$ cat config.mk
export PLATFORM = sky130hd
export DESIGN_NAME = regfile_sb
export DESIGN_NICKNAME = d
export VERILOG_FILES = /design/src/rtl/regfile_pkg.sv /design/src/rtl/rf_scoreboard.sv /design/src/rtl/regfile_sb.sv
export SDC_FILE = /design/constraint.sdc
export NUM_CORES = 2
export LEC_CHECK = 0
export BUFFER_PORTS_ARGS = -buffer_cell sky130_fd_sc_hd__buf_2
export CAP_MARGIN = 0
export CORE_UTILIZATION = 57
export CTS_CLUSTER_SIZE = 20
export DETAILED_ROUTE_END_ITERATION = 6
export PLACE_DENSITY = 0.78
export SLEW_MARGIN = 0
export SYNTH_ARGS = -nofsm -noshare
export SYNTH_HDL_FRONTEND = slang
export SYNTH_SLANG_ARGS = --single-unit
$ cat constraint.sdc
create_clock -name clk -period 3.45 [get_ports clk]
set_input_delay 0 -clock clk [delete_from_list [all_inputs] [get_ports clk]]
set_output_delay 0 -clock clk [all_outputs]
set_load 0.01 [all_outputs]
$ cat src/rtl/regfile_pkg.sv
// regfile_pkg: shared definitions for the regfile_sb register file.
//   - default index / data widths
//   - is_zero_reg(): true when an index names the hardwired-zero register
//   - busy_delta():  net change of the busy population for one clock edge
package regfile_pkg;

    localparam int RF_ADDR_WIDTH = 5;
    localparam int RF_DATA_WIDTH = 64;

    // Index 0 is only special when the hardwired-zero feature is enabled.
    function automatic logic is_zero_reg(input logic zero_en, input logic [31:0] idx);
        return zero_en && (idx == 32'd0);
    endfunction

    // +1 when some busy bit goes 0->1, -1 when some bit goes 1->0, else 0.
    function automatic logic signed [1:0] busy_delta(input logic inc, input logic dec);
        logic signed [1:0] d;
        d = 2'sd0;
        if (inc && !dec) begin
            d = 2'sd1;
        end else if (dec && !inc) begin
            d = -2'sd1;
        end
        return d;
    endfunction

endpackage

$ cat src/rtl/rf_scoreboard.sv
// rf_scoreboard: per-register busy tracking for regfile_sb.
//   clk, rst_n            clock, asynchronous active-low reset
//   wen, waddr            writeback (frees the destination's busy bit)
//   raddr                 packed read indices, port i at [i*ADDR_WIDTH +: ADDR_WIDTH]
//   rbusy                 per-port "operand still in flight"
//   issue_valid, issue_rd reservation request from decode
//   issue_ready           reservation accepted (independent of issue_valid)
//   flush                 drop every reservation at the next edge
//   busy_cnt              number of reserved registers
module rf_scoreboard
    import regfile_pkg::*;
#(
    parameter int ADDR_WIDTH = RF_ADDR_WIDTH,
    parameter int NREAD      = 2,
    parameter bit ZERO_REG   = 1'b1,
    parameter bit BYPASS     = 1'b1
) (
    input  logic                        clk,
    input  logic                        rst_n,
    input  logic                        wen,
    input  logic [ADDR_WIDTH-1:0]       waddr,
    input  logic [NREAD*ADDR_WIDTH-1:0] raddr,
    output logic [NREAD-1:0]            rbusy,
    input  logic                        issue_valid,
    input  logic [ADDR_WIDTH-1:0]       issue_rd,
    output logic                        issue_ready,
    input  logic                        flush,
    output logic [ADDR_WIDTH:0]         busy_cnt
);

    localparam int DEPTH = 2**ADDR_WIDTH;
    localparam int CW    = ADDR_WIDTH + 1;

    logic [DEPTH-1:0]  r_busy;
    logic [CW-1:0]     r_busy_cnt;

    logic              w_wb_frees;
    logic              w_issue_fire;
    logic              w_set;
    logic              w_clr;
    logic              w_inc;
    logic              w_dec;
    logic signed [1:0] w_delta;

    // A writeback to the requested destination frees it this very cycle.
    assign w_wb_frees   = wen && (waddr == issue_rd);
    assign issue_ready  = !flush && (!r_busy[issue_rd] || w_wb_frees ||
                                     is_zero_reg(ZERO_REG, 32'(issue_rd)));
    assign w_issue_fire = issue_valid && issue_ready;
    assign w_set        = w_issue_fire && !is_zero_reg(ZERO_REG, 32'(issue_rd));
    assign w_clr        = wen && r_busy[waddr];

    // Count only real bit transitions: a writeback and a new reservation on
    // the same register leave it busy, so the count does not move.
    assign w_inc   = w_set && !r_busy[issue_rd];
    assign w_dec   = w_clr && !(w_set && (waddr == issue_rd));
    assign w_delta = busy_delta(w_inc, w_dec);

    always_ff @(posedge clk or negedge rst_n) begin
        if (!rst_n) begin
            r_busy     <= '0;
            r_busy_cnt <= '0;
        end else if (flush) begin
            r_busy     <= '0;
            r_busy_cnt <= '0;
        end else begin
            if (wen) begin
                r_busy[waddr] <= 1'b0;
            end
            // Later assignment wins when both target the same index.
            if (w_set) begin
                r_busy[issue_rd] <= 1'b1;
            end
            r_busy_cnt <= r_busy_cnt + {{(CW-2){w_delta[1]}}, w_delta};
        end
    end

    assign busy_cnt = r_busy_cnt;

    for (genvar g = 0; g < NREAD; g++) begin : g_rbusy
        logic [ADDR_WIDTH-1:0] w_ra;
        assign w_ra     = raddr[g*ADDR_WIDTH +: ADDR_WIDTH];
        // A bypassed operand is available now even if its register is busy.
        assign rbusy[g] = r_busy[w_ra] &&
                          !is_zero_reg(ZERO_REG, 32'(w_ra)) &&
                          !(BYPASS && wen && (waddr == w_ra));
    end

endmodule

$ cat src/rtl/regfile_sb.sv
// regfile_sb: multi-read-port register file with write-to-read bypass,
// optional hardwired-zero register and an integrated busy scoreboard.
//   clk, rst_n            clock, asynchronous active-low reset (clears data + busy)
//   wen, waddr, wdata     writeback port
//   raddr / rdata         packed read indices / data, port i at slice i
//   rbusy                 per-port "operand not yet available"
//   issue_valid, issue_rd reservation of a destination by decode
//   issue_ready           reservation accepted this cycle
//   flush                 clear all reservations at the next edge
//   busy_cnt              number of reserved registers
module regfile_sb
    import regfile_pkg::*;
#(
    parameter int ADDR_WIDTH = RF_ADDR_WIDTH,
    parameter int DATA_WIDTH = RF_DATA_WIDTH,
    parameter int NREAD      = 2,
    parameter bit ZERO_REG   = 1'b1,
    parameter bit BYPASS     = 1'b1
) (
    input  logic                        clk,
    input  logic                        rst_n,
    input  logic                        wen,
    input  logic [ADDR_WIDTH-1:0]       waddr,
    input  logic [DATA_WIDTH-1:0]       wdata,
    input  logic [NREAD*ADDR_WIDTH-1:0] raddr,
    output logic [NREAD*DATA_WIDTH-1:0] rdata,
    output logic [NREAD-1:0]            rbusy,
    input  logic                        issue_valid,
    input  logic [ADDR_WIDTH-1:0]       issue_rd,
    output logic                        issue_ready,
    input  logic                        flush,
    output logic [ADDR_WIDTH:0]         busy_cnt
);

    localparam int DEPTH = 2**ADDR_WIDTH;

    logic [DATA_WIDTH-1:0] r_rf [DEPTH];

    always_ff @(posedge clk or negedge rst_n) begin
        if (!rst_n) begin
            for (int i = 0; i < DEPTH; i++) begin
                r_rf[i] <= '0;
            end
        end else if (wen && !is_zero_reg(ZERO_REG, 32'(waddr))) begin
            r_rf[waddr] <= wdata;
        end
    end

    // Zero register beats bypass, bypass beats the stored value.
    for (genvar g = 0; g < NREAD; g++) begin : g_rd
        logic [ADDR_WIDTH-1:0] w_ra;
        assign w_ra = raddr[g*ADDR_WIDTH +: ADDR_WIDTH];
        assign rdata[g*DATA_WIDTH +: DATA_WIDTH] =
            is_zero_reg(ZERO_REG, 32'(w_ra))     ? '0    :
            (BYPASS && wen && (waddr == w_ra))   ? wdata :
                                                   r_rf[w_ra];
    end

    rf_scoreboard #(
        .ADDR_WIDTH (ADDR_WIDTH),
        .NREAD      (NREAD),
        .ZERO_REG   (ZERO_REG),
        .BYPASS     (BYPASS)
    ) u_sb (
        .clk         (clk),
        .rst_n       (rst_n),
        .wen         (wen),
        .waddr       (waddr),
        .raddr       (raddr),
        .rbusy       (rbusy),
        .issue_valid (issue_valid),
        .issue_rd    (issue_rd),
        .issue_ready (issue_ready),
        .flush       (flush),
        .busy_cnt    (busy_cnt)
    );

endmodule

== Word-level counts from Yosys, hierarchy flattened ==
Index checks and enable logic that the tools add are counted.

* Flip-flop bits (word level): 2086
* Bits of input ports: 89
* Output and inout bits: 137

* Add/subtract/negate cells: 1
* $lt $le $gt $ge: 10
* Eq/ne operators: 3
* Mux-type cells: 32
* Bitwise operators: 6
* Reductions and logical operators: 37

{| class="wikitable"
|+ Operator list
! operator !! number
|-
| $bwmux W2048 || 1
|-
| $bmux W64 S5 || 2
|-
| $mux W64 || 9
|-
| $demux W64 S5 || 1
|-
| $mux W32 || 4
|-
| $and A32 B32 Y32 || 1
|-
| $not A32 Y32 || 1
|-
| $or A32 B32 Y32 || 1
|-
| $lt A5 B6 Y1 const B || 4
|-
| $bmux W1 S5 || 4
|-
| $logic_and A1 B1 Y1 || 20
|-
| $logic_not A5 Y1 || 4
|-
| $ge A6 B6 Y1 const B || 3
|-
| $not A5 Y6 || 3
|-
| $eq A5 B5 Y1 || 3
|-
| $logic_not A1 Y1 || 11
|-
| $demux W1 S5 || 2
|-
| $ge A5 B1 Y1 const B || 2
|-
| $add A6 B6 Y6 || 1
|-
| $lt A6 B1 Y1 const B || 1
|-
| $mux W1 || 6
|-
| $mux W6 || 1
|-
| $mux W2 || 2
|-
| $logic_or A1 B1 Y1 || 2
|}

== Depth between registers and ports, before layout ==
* Depth in word-level cells: 16
* Depth in mapped cells: 16
* Mapped depth without buffers: 14

== Modules after synthesis ==
Synthesis repeated with hierarchy kept, for this count alone.

* Cells, all modules: 7778
* Area total of the unflattened synthesis: 113227.3 um^2

{| class="wikitable"
|+ Modules (own cells, without submodules)
! module !! instances !! cells an instance !! area each (um^2) !! sequential area each (um^2)
|-
| regfile_sb || 1 || 7378 || 109374.9 || 51249.2
|-
| rf_scoreboard || 1 || 400 || 3852.4 || 950.9
|}

== Worst setup path after synthesis ==
No wires, ideal clock.

* Path type: register to register
* Start point: reg u_sb.r_busy[31]
* End point: reg u_sb.r_busy_cnt[5], in the netlist u_sb.busy_cnt[5]
* Setup time: 0.125 ns
* Data arrival time: 3.051 ns
* Data required time: 3.325 ns
* Path slack: 0.274 ns
* Cell stages (with the launch flop): 13
* Buffers on the path: 0
* Path through: dfrtp_1 mux4_2 and3_4 nor4_4 nand2_1 a21o_1 ha_1 ha_1 a21o_1 a21oi_1 o21bai_1 a21oi_1 mux2_2

* Longest elaborated chain between the ends: 16
* Elaborated cells between the ends (all ways): 23

{| class="wikitable"
|+ Ends and longest elaborated chain
! item !! RTL line !! RTL
|-
| start: declaration || rf_scoreboard.sv:34 || <nowiki>logic [DEPTH-1:0] r_busy;</nowiki>
|-
| start signal: assignment || rf_scoreboard.sv:61 || <nowiki>r_busy <= '0;</nowiki>
|-
| start signal: assignment || rf_scoreboard.sv:64 || <nowiki>r_busy <= '0;</nowiki>
|-
| start signal: indexed assignment || rf_scoreboard.sv:68 || <nowiki>r_busy[waddr] <= 1'b0;</nowiki>
|-
| $bmux W1 S5 || rf_scoreboard.sv:47, rf_scoreboard.sv:55 ||
|-
| $mux W1 (not written as such) || rf_scoreboard.sv:47, rf_scoreboard.sv:55 ||
|-
| $logic_not A1 Y1 || rf_scoreboard.sv:47, rf_scoreboard.sv:55 ||
|-
| $logic_or A1 B1 Y1 (2 in series) || rf_scoreboard.sv:47 || <nowiki>assign issue_ready = !flush && (!r_busy[issue_rd] || w_wb_frees ||</nowiki>
|-
| $logic_and A1 B1 Y1 || rf_scoreboard.sv:47 ||
|-
| $logic_and A1 B1 Y1 || rf_scoreboard.sv:49 || <nowiki>assign w_issue_fire = issue_valid && issue_ready;</nowiki>
|-
| $logic_and A1 B1 Y1 || rf_scoreboard.sv:50 || <nowiki>assign w_set = w_issue_fire && !is_zero_reg(ZERO_REG, 32'(issue_rd));</nowiki>
|-
| $logic_and A1 B1 Y1 || rf_scoreboard.sv:56 || <nowiki>assign w_dec = w_clr && !(w_set && (waddr == issue_rd));</nowiki>
|-
| $logic_not A1 Y1 || rf_scoreboard.sv:56 ||
|-
| $logic_and A1 B1 Y1 || rf_scoreboard.sv:56 ||
|-
| $logic_and A1 B1 Y1 or $logic_not A1 Y1 (tied branches) || regfile_pkg.sv:21, regfile_pkg.sv:19 ||
|-
| $mux W2 or $logic_and A1 B1 Y1 (tied branches) || regfile_pkg.sv:21, regfile_pkg.sv:19 ||
|-
| $mux W2 * || regfile_pkg.sv:19 || <nowiki>if (inc && !dec) begin</nowiki>
|-
| $add A6 B6 Y6 * || rf_scoreboard.sv:74 || <nowiki>r_busy_cnt <= r_busy_cnt + {{(CW-2){w_delta[1]}}, w_delta};</nowiki>
|-
| $mux W6 * || rf_scoreboard.sv:63 || <nowiki>end else if (flush) begin</nowiki>
|-
| end signal: assignment || rf_scoreboard.sv:74 ||
|-
| end: declaration || rf_scoreboard.sv:35 || <nowiki>logic [CW-1:0] r_busy_cnt;</nowiki>
|}

Mark *: on every way between the ends. The rest lies on a longest branch, timed or not. The select of a mux whose other input is x is not followed.
A chain may end at the register's enable or synchronous reset.

== Worst setup path in the final report ==
* Start point: reg u_sb.r_busy[31]
* End point: out issue_ready

* Longest elaborated chain between the ends: 6

{| class="wikitable"
|+ Ends and longest elaborated chain
! item !! RTL line !! RTL
|-
| $bmux W1 S5 || rf_scoreboard.sv:47 ||
|-
| $mux W1 (not written as such) || rf_scoreboard.sv:47 ||
|-
| $logic_not A1 Y1 || rf_scoreboard.sv:47 ||
|-
| $logic_or A1 B1 Y1 (2 in series) || rf_scoreboard.sv:47 ||
|-
| $logic_and A1 B1 Y1 || rf_scoreboard.sv:47 ||
|-
| end: declaration || regfile_sb.sv:30 || <nowiki>output logic issue_ready,</nowiki>
|}

Every way passes these cells. The select of a mux whose other input is x is not followed.

==> key figures <==
Clocking
  • CTS Buf Count: 213
  • CTS tree: yes
  • Reg clk slew, reported paths: 70 ps
  • H-tree lvl count: 4
  • Root buffer cell: clkbuf_16
  • Deepest clock path buffer count: 3
  • Clk Latency, worst-skew pair: slightly below 900 ps
  • Clock sink total: 2086
  • Postcts setup bufs: 0

Synthesis
  • Post-synthesis sequential area ratio: 0.471
  • Mapped Area: 0.111 mm2
  • EDFF count, synth: 0
  • Mux share of post-synthesis cell area: 0.416
  • Top cell type's share of synthesized area: 0.471
  • Synth Flop Type: dfrtp_1
  • #FFs+latches synth: 2086
  • Synth Area in XOR/XNOR: 0.00150
  • FFs w/ async S/R, synth: 1.00
  • Synth unique cells: 58
  • Adder-cell share of the synthesized area: 0.000857
  • Largest family of logic cells by synthesized area: multiplexers
  • Largest cells by area after synthesis: dfrtp_1, mux4_2, mux2_2
  • Commonest cells in the netlist: dfrtp_1, mux2_2, mux4_2
  • Cells after Synth: 7416
  • Compound-Gate Fraction of Synth Area: 0.0581
  • Warnings from Yosys: 0
  • Post-Synthesis Net Count: 7512
  • Synth area leader: dfrtp_1
  • Syn_area_per_cell: 15.0 um2
  • Simple-gate share of the synthesized area: 0.0173
  • Most frequent cell after synthesis: dfrtp_1

Finish
  • Non-filler instance count after layout: 10100
  • Post-route cell area: about 0.12 mm2
  • Layout Nets: 7438
  • Multi-input logic area: 0.0551 mm2
  • Share of cells above drive strength 1: 0.453
  • Syn-to-layout area delta: 11.8%
  • Flip-flop and latch area: 0.0522 mm2
  • Layout fillers: 13500

Floorplan
  • Rows: 161
  • Die ar.: 0.196 mm2
  • Core area: between 0.15 and 0.2 mm2
  • Top Ports: 226
  • Die extent in x: 443 um
  • Starting Density: 0.575
  • DIE HEIGHT: 443 um

Detailed routing
  • Via count: between 70000 and 80000
  • Vias per std cell: between 7 and 8
  • Routed wl met3: around 40000 um
  • Drt first pass iters: 7
  • WL final: 363000 um
  • Detailed-route DRC error count: 2
  • Wire length per cell: 36.1 um
  • DRT iter0 DRCs: 9442
  • Met2 WL: 166000 um
  • Max Used Layer: met5
  • M1 WL: 130000 um
  • Routed Antenna Nets: 0

Global route
  • GRT Overall Usage: 0.372
  • Vias in the first global route: 78200
  • First-pass GRT wire length: between 500000 and 600000 um
  • Grt total ovfl: 0
  • Antenna violations before repair: 39
  • Largest net degree at the start of global routing: ~150

Critical path
  • Crit end category: primary output
  • Startpoint types: register
  • Crit Path Category: reg -> out
  • WP data arrival: around 3400 ps
  • CP max-delay cell: a211oi_2
  • Slowest Stage Delay on Critical Path: between 500 and 600 ps
  • Register-to-Register Path Depth: 14
  • R2R setup slack: 160 ps
  • CP required: 3450 ps
  • CP Cell Sequence: mux4_2, and3_4, nor4_4, buf_4, nor2_4, a211oi_2, buf_2
  • Instance count on the critical path: 7
  • Buffers & Inverters on Critical Path: 2
  • Crit path max fanout: 17
  • Crit-path leading delay family: simple AND/OR/NAND/NOR gates

Timing
  • Hold violation count in the final report: 0
  • Slew @ Worst Pin: 1170 ps
  • Post-layout min period: around 3400 ps
  • Final worst path period share: 0.974
  • Final worst clock skew: 29.7 ps
  • Final Max Tran Viols: 0
  • Peak Freq: between 200 and 300 MHz
  • Slew headroom: 0.218
  • Setup Viol. Count Final: 0

Status
  • Failing checks: design-rule violations
  • Status: finished, violations left

Place
  • Post-DP HPWL: ~210000 um
  • Dpl cells: roughly 9600
  • Routability cong.: ~0.91
  • Placed inst area: between 0.1 and 0.15 mm2
  • IO Port Bufs: 225

Job
  • Max_cap viols: 0

Pwr
  • Power per cell area: 583 mW/mm2
  • Leak Pwr: 53.9 nW
  • Worst vdd ir: around 440 uV

Min path
  • Worst hold path type: in -> reg
  • Hold depth: 4
[cells in the final DEF (no fill, tap or decap), types with 64 or more instances in the layout]
cell type      netlist  final
dfrtp_1           2086   2086
a21oi_1             66     65
clkbuf_8             0     64
buf_4               18    178
clkbuf_16            0    216
buf_12               0    123
nor2_1              99     78
nand2_1            165    150
buf_2              335    219
mux2_2            1443   1443
dlygate4sd3_1        0     84
mux2_1             542    542
mux4_2            1002   1002
o22ai_1             69     69
a22oi_1            479    479
mux2i_1            123    123
a211oi_1            64     64
[final timing paths]
kind / from / end
setup reg to reg: u_sb.r_busy[21]$_DFF_PN0_ / u_sb.busy_cnt[4]$_DFF_PN0_
hold / removal: waddr[2] / u_sb.r_busy[0]$_DFF_PN0_
setup / recovery: u_sb.r_busy[31]$_DFF_PN0_ / issue_ready
hold reg to reg: r_rf[2028]$_DFFE_PN0P_ / r_rf[2028]$_DFFE_PN0P_
min in group asynchronous: rst_n / r_rf[844]$_DFFE_PN0P_
max in group asynchronous: rst_n / r_rf[377]$_DFFE_PN0P_
[flip-flops by register name (all words and copies together) (netlist names)]
name / cells
r_rf: 2048
u_sb.r_busy: 32
u_sb.busy_cnt: 6
[layout make-up]
| type | instances | share of cell area |
|---|---|---|
| multi-input combinational | 4423 | 0.445 |
| sequential | 2086 | 0.421 |
| clock buffer | 313 | 0.0517 |
| timing repair buffer | 610 | 0.0470 |
| tap | 2526 | 0.0255 |
| clock inverter | 79 | 0.00963 |
| antenna | 32 | 0.000646 |
| inverter | 8 | 0.000242 |
[routing by layer]
layer / global-route usage / vias to the layer above
met5: 0 / -
met4: 0.239 / 16
met3: 0.0996 / 1366
met2: 0.564 / 5028
met1: 0.477 / 40000
li1: - / 28800
[cell families after synthesis]
logic type,count (synthesis)
buffers and inverters,907
XOR/XNOR,19
adder cells (fa/ha/maj),7
AO/OA/AOI/OAI,873
flip-flops,2086
multiplexers,3110
AND/OR/NAND/NOR,414
[worst reg2reg max path, stage by stage (launching register included)]
cell and delay, ps:
dfrtp_1 390, buf_4 150, mux4_2 460, nor2b_1 140, a211oi_1 290, a31oi_1 190, ha_2 350, inv_1 40
ha_1 200, fa_1 430, a21oi_1 140, nor2_1 50, nor2_1 120, xor2_1 160, nor2_1 60
[power by group]
part           total (W)  switching, W  internal [W]
Combinational     0.0148       0.00634       0.00848
Clock             0.0250        0.0103        0.0147
Sequential        0.0324       0.00340        0.0290
[per-stage QoR]
| step | hold slack (ps) | setup TNS (ps) | power (W) | util | setup slack [ps] |
|---|---|---|---|---|---|
| 3_3_place_gp | 19.4 | 0 | 0.0461 | 0.598 | 49.9 |
| 3_5_place_dp | 12.0 | 0 | 0.0472 | 0.598 | 121 |
| 5_1_grt | 43.3 | -0.969 | 0.0747 | 0.643 | -0.969 |
| 2_1_floorplan | -296 | 0 | 0.0422 | - | 274 |
| 4_1_cts | 22.0 | 0 | 0.0720 | 0.642 | 102 |
| 6_report | 76.8 | 0 | 0.0723 | 0.643 | 88.6 |
[timing repair]
action                     in CTS  in global routing
hold buffers                   85                  0
resized for setup               0                  2
setup endpoints to repair       0                  1
hold endpoints to repair     3844                  0
(Power assumes the default switching activity.)
